<file path="src/rtl/id_ex_register.sv">
// ----------------------------------------------------------------------------
// id_ex_register
//
// Pipeline register between the decode (ID) and execute (EX) stages.
// On each rising clock edge it does one of four things, in priority order:
// reset, flush, stall or load.
//   - flush : loads a bubble, meaning every EX field is zero and EX_valid is 0.
//   - stall : holds the current EX contents.
//   - load  : copies the ID fields into EX. When ID_valid is 0, the control
//             word is forced to zero so that an invalid slot cannot write the
//             register file or memory.
// bubble_count counts the bubbles inserted since reset and saturates at
// 16'hFFFF. A bubble is a flush edge, or a load edge with ID_valid = 0.
//
// Ports
//   clk, reset        : rising-edge clock; synchronous active-high reset
//   stall, flush      : hazard-unit hold / squash requests
//   ID_valid          : decode slot holds a real instruction
//   ID_ALU_op[1:0]    : ALU op class (00 ld/st, 01 branch, 10 R-type)
//   ID_funct[5:0]     : instruction bits [5:0]
//   ID_ctrl[6:0]      : {RegWrite, MemRead, MemWrite, MemtoReg, RegDst,
//                        ALUSrc, Branch}
//   ID_pc_plus4, ID_rd1, ID_rd2, ID_imm [31:0] : datapath operands
//   ID_regs[14:0]     : {rs, rt, rd}
//   EX_*              : registered copies of the ID_* fields
//   EX_valid          : EX slot holds a real instruction
//   bubble_count[15:0]: saturating count of inserted bubbles
// ----------------------------------------------------------------------------
module id_ex_register (
    input  logic        clk,
    input  logic        reset,
    input  logic        stall,
    input  logic        flush,
    input  logic        ID_valid,
    input  logic [1:0]  ID_ALU_op,
    input  logic [5:0]  ID_funct,
    input  logic [6:0]  ID_ctrl,
    input  logic [31:0] ID_pc_plus4,
    input  logic [31:0] ID_rd1,
    input  logic [31:0] ID_rd2,
    input  logic [31:0] ID_imm,
    input  logic [14:0] ID_regs,
    output logic        EX_valid,
    output logic [1:0]  EX_ALU_op,
    output logic [5:0]  EX_funct,
    output logic [6:0]  EX_ctrl,
    output logic [31:0] EX_pc_plus4,
    output logic [31:0] EX_rd1,
    output logic [31:0] EX_rd2,
    output logic [31:0] EX_imm,
    output logic [14:0] EX_regs,
    output logic [15:0] bubble_count
);

    logic        valid_q,  valid_d;
    logic [1:0]  alu_op_q, alu_op_d;
    logic [5:0]  funct_q,  funct_d;
    logic [6:0]  ctrl_q,   ctrl_d;
    logic [31:0] pc4_q,    pc4_d;
    logic [31:0] rd1_q,    rd1_d;
    logic [31:0] rd2_q,    rd2_d;
    logic [31:0] imm_q,    imm_d;
    logic [14:0] regs_q,   regs_d;
    logic [15:0] bcnt_q,   bcnt_d;
    logic        bubble;

    // Next-state selection. Reset is applied in the register process.
    always_comb begin
        valid_d  = valid_q;
        alu_op_d = alu_op_q;
        funct_d  = funct_q;
        ctrl_d   = ctrl_q;
        pc4_d    = pc4_q;
        rd1_d    = rd1_q;
        rd2_d    = rd2_q;
        imm_d    = imm_q;
        regs_d   = regs_q;
        bubble   = 1'b0;

        if (flush) begin
            // Bubble: ALU_op=00 with funct=0 decodes downstream as a harmless ADD.
            valid_d  = 1'b0;
            alu_op_d = '0;
            funct_d  = '0;
            ctrl_d   = '0;
            pc4_d    = '0;
            rd1_d    = '0;
            rd2_d    = '0;
            imm_d    = '0;
            regs_d   = '0;
            bubble   = 1'b1;
        end else if (!stall) begin
            valid_d  = ID_valid;
            alu_op_d = ID_ALU_op;
            funct_d  = ID_funct;
            // An invalid slot still carries its data, but it gets no control.
            ctrl_d   = ID_valid ? ID_ctrl : '0;
            pc4_d    = ID_pc_plus4;
            rd1_d    = ID_rd1;
            rd2_d    = ID_rd2;
            imm_d    = ID_imm;
            regs_d   = ID_regs;
            bubble   = !ID_valid;
        end
    end

    // Saturating bubble counter.
    always_comb begin
        bcnt_d = bcnt_q;
        if (bubble && (bcnt_q != '1)) begin
            bcnt_d = bcnt_q + 16'd1;
        end
    end

    always_ff @(posedge clk) begin
        if (reset) begin
            valid_q  <= 1'b0;
            alu_op_q <= '0;
            funct_q  <= '0;
            ctrl_q   <= '0;
            pc4_q    <= '0;
            rd1_q    <= '0;
            rd2_q    <= '0;
            imm_q    <= '0;
            regs_q   <= '0;
            bcnt_q   <= '0;
        end else begin
            valid_q  <= valid_d;
            alu_op_q <= alu_op_d;
            funct_q  <= funct_d;
            ctrl_q   <= ctrl_d;
            pc4_q    <= pc4_d;
            rd1_q    <= rd1_d;
            rd2_q    <= rd2_d;
            imm_q    <= imm_d;
            regs_q   <= regs_d;
            bcnt_q   <= bcnt_d;
        end
    end

    assign EX_valid     = valid_q;
    assign EX_ALU_op    = alu_op_q;
    assign EX_funct     = funct_q;
    assign EX_ctrl      = ctrl_q;
    assign EX_pc_plus4  = pc4_q;
    assign EX_rd1       = rd1_q;
    assign EX_rd2       = rd2_q;
    assign EX_imm       = imm_q;
    assign EX_regs      = regs_q;
    assign bubble_count = bcnt_q;

endmodule
</file>
<file path="config.mk">
export PLATFORM = sky130hd
export DESIGN_NAME = id_ex_register
export DESIGN_NICKNAME = d
export VERILOG_FILES = /design/src/rtl/id_ex_register.sv
export SDC_FILE = /design/constraint.sdc
export NUM_CORES = 1
export LEC_CHECK = 0
export ABC_AREA = 1
export CORE_UTILIZATION = 38
export CTS_CLUSTER_SIZE = 25
export DETAILED_ROUTE_END_ITERATION = 10
export PLACE_DENSITY = 0.88
export SETUP_SLACK_MARGIN = 0.2
export SKIP_LAST_GASP = 1
export SLEW_MARGIN = 20
export SYNTH_ARGS = -nofsm -noshare
export SYNTH_HDL_FRONTEND = slang
export SYNTH_SLANG_ARGS = --single-unit
</file>
<file path="constraint.sdc">
create_clock -name clk -period 2.85 [get_ports clk]
set_clock_uncertainty 0.15 [all_clocks]
set_input_delay 0.4275 -clock clk [delete_from_list [all_inputs] [get_ports clk]]
set_output_delay 0.4275 -clock clk [all_outputs]
set_load 0.01 [all_outputs]
</file>
# Yosys cells after proc, flatten, opt, wreduce, memory -nomap -nowiden
# Cells that the tools add are included.
# W data, S select, Z words.
dict set report totals {
  in_bits 163
  out_inout_bits 175
  register_bits 175
}
dict set report classes {
  reduce_logical 3
  n_eq_ne 1
  muxes 3
  addsub 1
}
# op n
set op_table {}
lappend op_table {{$add A16 B1 Y16 const B} 1}
lappend op_table {{$ne A16 B16 Y1 const B} 1}
lappend op_table {{$mux W7} 1}
lappend op_table {{$mux W1} 2}
lappend op_table {{$reduce_or A2 Y1} 1}
lappend op_table {{$logic_and A1 B1 Y1} 1}
lappend op_table {{$logic_not A1 Y1} 1}

# Logic depth before layout (Yosys ltp)
dict set report logic_depth {
  ltp_word 4
  depth_mapped 9
  depth_no_buf 9
}

# Worst setup path before layout
# Ideal clock, no wire load.
dict set report synth_timing {
  path_kind {register to register}
  from {register bcnt_q[0] (netlist: bubble_count[0])}
  to {register bcnt_q[0] (netlist: bubble_count[0])}
  setup_ps 113
  arrival_time_ps 1282
  path_buffers 0
  required_ps 2587
  setup_slack_ps 1305
  synth_period_minus_slack_ps 1545
  path_stages_with_launch 9
  path_cell_list {dfxtp_1 > ha_1 > nand2_1 > nor2_4 > nand2_2 > nor2_4 > nor2_1 > nor2_1 > nor2_1}
}
dict set report synth_between {
  elab_chain_cells 2
  word_cells_on_any_way 3
  classes_between {add/sub: 1; eq/ne: 1; reduce/logical: 1}
}
# element line_no
set synth_lines {}
lappend synth_lines {{start: declaration} 64} ;# logic [15:0] bcnt_q, bcnt_d;
lappend synth_lines {{start signal: assignment} 137} ;# bcnt_q <= bcnt_d;
lappend synth_lines {{parallel branches: the longest is 2 deep, another holds $add A16 B1 Y16} n/a}
# Several ways; the timed one is not identified.
# A chain may end at the register's enable or synchronous reset.

# Worst setup path after layout
dict set report layout_timing {
  from {register bcnt_q[7] (netlist: bubble_count[7])}
  to {output bubble_count[7]}
}
# element line_no
set layout_lines {}
lappend layout_lines {{end: declaration} 52} ;# output logic [15:0] bubble_count
# No word-level cell between the ends.

==> results.toml <==
[route]
postRouteAntennaNets = 0
vias_per_cell = 4.722
totalWireLength_um = 19520
first_pass_iters = 5
drc = 0
routedWlPerCell_um = 14.10
drt_iter0_markers = 329
dr_total_vias = 6540

[finish]
nets = 1315
synthToLayoutAreaGrowth_pct = 64.34
post-route-util_pct = 63.72
fin_cells = 1385
drive_gt1_share_pct = 4.553

[clocking]
clock_path_buffers = 2
holdBufCountCts = 0
cts_resized = 0
htreeDepth = 4
cts_tree = "yes"
post_cts_buffers = 0
clock_latency_ps = 420
clkSinkCount = 175
clkSlewWorstSetupHoldPaths_ps = 70
cts_root_buf = "clkbuf_16"
cts_buffers = 17

[floorplan]
die_w_um = 131.6
pin_count = 338
die-area_um2 = 17330
rows = 47
core_region_area_um2 = 16470
initial_core_util_pct = 38.78
die-height_um = 131.6

[worst_setup_path]
crit_cells = 1
cp_cell_sequence = "clkdlybuf4s50_1"
cp_top_family = "buffers and inverters"
crit_path_end_kind = "output pin"
crit_fanout = 6
path_class = "reg2out"
path_buf_inv = 1
cp.arrival_ps = 1430
cpPeakStageDelay_ps = 580
r2r_cells = 8
crit_path_start_kind = "flip-flop"
cp.required_ps = 2270
crit_slowest_cell = "clkdlybuf4s50_1"

[yosys]
syn_inst = 840
syn_nets = 1004
synth_async_sr_flop_share_pct = 0
synth_top_area_share_pct = 54.87
synth_area_um2 = 6385
ys_types = 25
synth_area_leader_cell = "dfxtp_1"
synth-edff-count = 0
synth-seq-cells = 175
synth_commonest_cells = "nand2_1, dfxtp_1, a21oi_1"
yosysSeqAreaShare_pct = 54.87
yosysWarnings = 0
avgSynthCellArea_um2 = 7.601
ys.flop_type = "dfxtp_1"
synth_most_common_cell = "nand2_1"
netlist_top_cells_area = "dfxtp_1, nand2_1, a21oi_1"

[power]
vdd_drop_max_mv = 0.4145
p_total_mw = 5.506
power.density_nw_per_um2 = 524.8
cellLeakagePower_nw = 3.826

[global_route]
busiest_layer = "met2"
grt_pass1_vias = 6354
grt_overflow_total = 0
grt_use_met3_pct = 6.674
grt_max_degree = 157
antenna_found_initial = 1
met2_usage_pct = 40.24
grt_util_all_layers_pct = 22.47
grt_pass1_wl_um = 31090
grt_use_met1_pct = 25.11

[sta]
hold_viol = 0
slew_violations = 0
whs_ps = 206.7
setup_viol = 0
grt_setup_unrepaired = "no"
setup_tns_ps = 0
timing.final.crit_share_pct = 70.45
fin_crit_ps = 2008
slew-limit-headroom_pct = 54.76
fmax_mhz = 498.1
worstMarginPinSlew_ps = 678.6

[place]
dpl.cell_count = 1352
hpwl_um = 13770
gp_congestion = 0.8469
port_buffers = 337

[outcome]
outcome = "complete, no violations"

[flow_run]
drv_cap = 0

[hold_path]
hp-class = "in2reg"
whs_path_depth = 3
registers in the layout (all words and copies together) (netlist names):
signal        count
EX_rd2           32
EX_rd1           32
EX_funct          6
EX_valid          1
EX_regs          15
EX_pc_plus4      32
EX_imm           32
EX_ctrl           7
bubble_count     16
EX_ALU_op         2
kinds of logic after synthesis:
logic type | Yosys count | synth area share [%]
fa+ha+maj | 1 | 0.1959
buf+inv | 66 | 4.723
simple gates | 424 | 26.16
xor+xnor | 1 | 0.1372
compound gates | 173 | 13.91
flops | 175 | 54.87
per-layer routing:
metal	up-vias	routed length [um]
met5	-	0
met4	0	359
met3	23	1422
met2	260	9893
met1	2956	7846
li1	3301	-
layout make-up:
| class | instances | area, um^2 |
|---|---|---|
| inverter | 14 | 55.05 |
| clock buffer | 20 | 456.7 |
| timing repair buffer | 344 | 3486 |
| fill | 1328 | 5973 |
| clock inverter | 12 | 126.4 |
| tap | 220 | 275.3 |
| antenna | 1 | 2.502 |
| multi-input combinational | 599 | 2587 |
| sequential | 175 | 3503 |
power by group:
| part | internal (mW) | total [mW] | switching (mW) |
|---|---|---|---|
| clock | 1.27 | 2.28 | 1.01 |
| combinational | 0.386 | 0.669 | 0.284 |
| sequential | 2.52 | 2.56 | 0.0378 |
cells in the final DEF, fill, tap and decap left out, types with 2 or more instances in the layout:
| cell type | n |
|---|---|
| a21oi_1 | 166 |
| buf_12 | 5 |
| buf_4 | 3 |
| clkbuf_16 | 17 |
| clkbuf_8 | 2 |
| clkdlybuf4s50_1 | 336 |
| clkinv_4 | 3 |
| clkinvlp_4 | 4 |
| dfxtp_1 | 175 |
| inv_1 | 13 |
| inv_6 | 2 |
| inv_8 | 2 |
| nand2_1 | 355 |
| nand2_2 | 3 |
| nand3_1 | 10 |
| nand4_1 | 2 |
| nor2_1 | 43 |
| nor2_4 | 4 |
| nor3_1 | 2 |
| o21ai_0 | 3 |
| o21ai_1 | 2 |
| o21ai_4 | 2 |
worst reg2reg max path: cells and delay by family, from the launching register on:
family | cells | cell delay [ps]
adders and majority gates | 1 | 190
and+or+nand+nor | 7 | 860
DFF | 1 | 380
final timing paths:
path | start | end | slack, ps
max | bubble_count[7]$_SDFFE_PP0P_ | bubble_count[7] | 840
min | stall | EX_rd2[3]$_SDFFE_PP0N_ | 210
max reg2reg | bubble_count[1]$_SDFFE_PP0P_ | bubble_count[0]$_SDFFE_PP0P_ | 1160
min reg2reg | EX_rd1[13]$_SDFFE_PP0N_ | EX_rd1[13]$_SDFFE_PP0N_ | 310
stage by stage:
stage               area [um^2]  setup WS [ps]
floorplan                  6385           1305
global placement           9907          807.2
detailed placement         9907          775.4
CTS                       10490          815.3
global route              10490          760.8
finish                    10490          842.2
(Power assumes the default switching activity.)
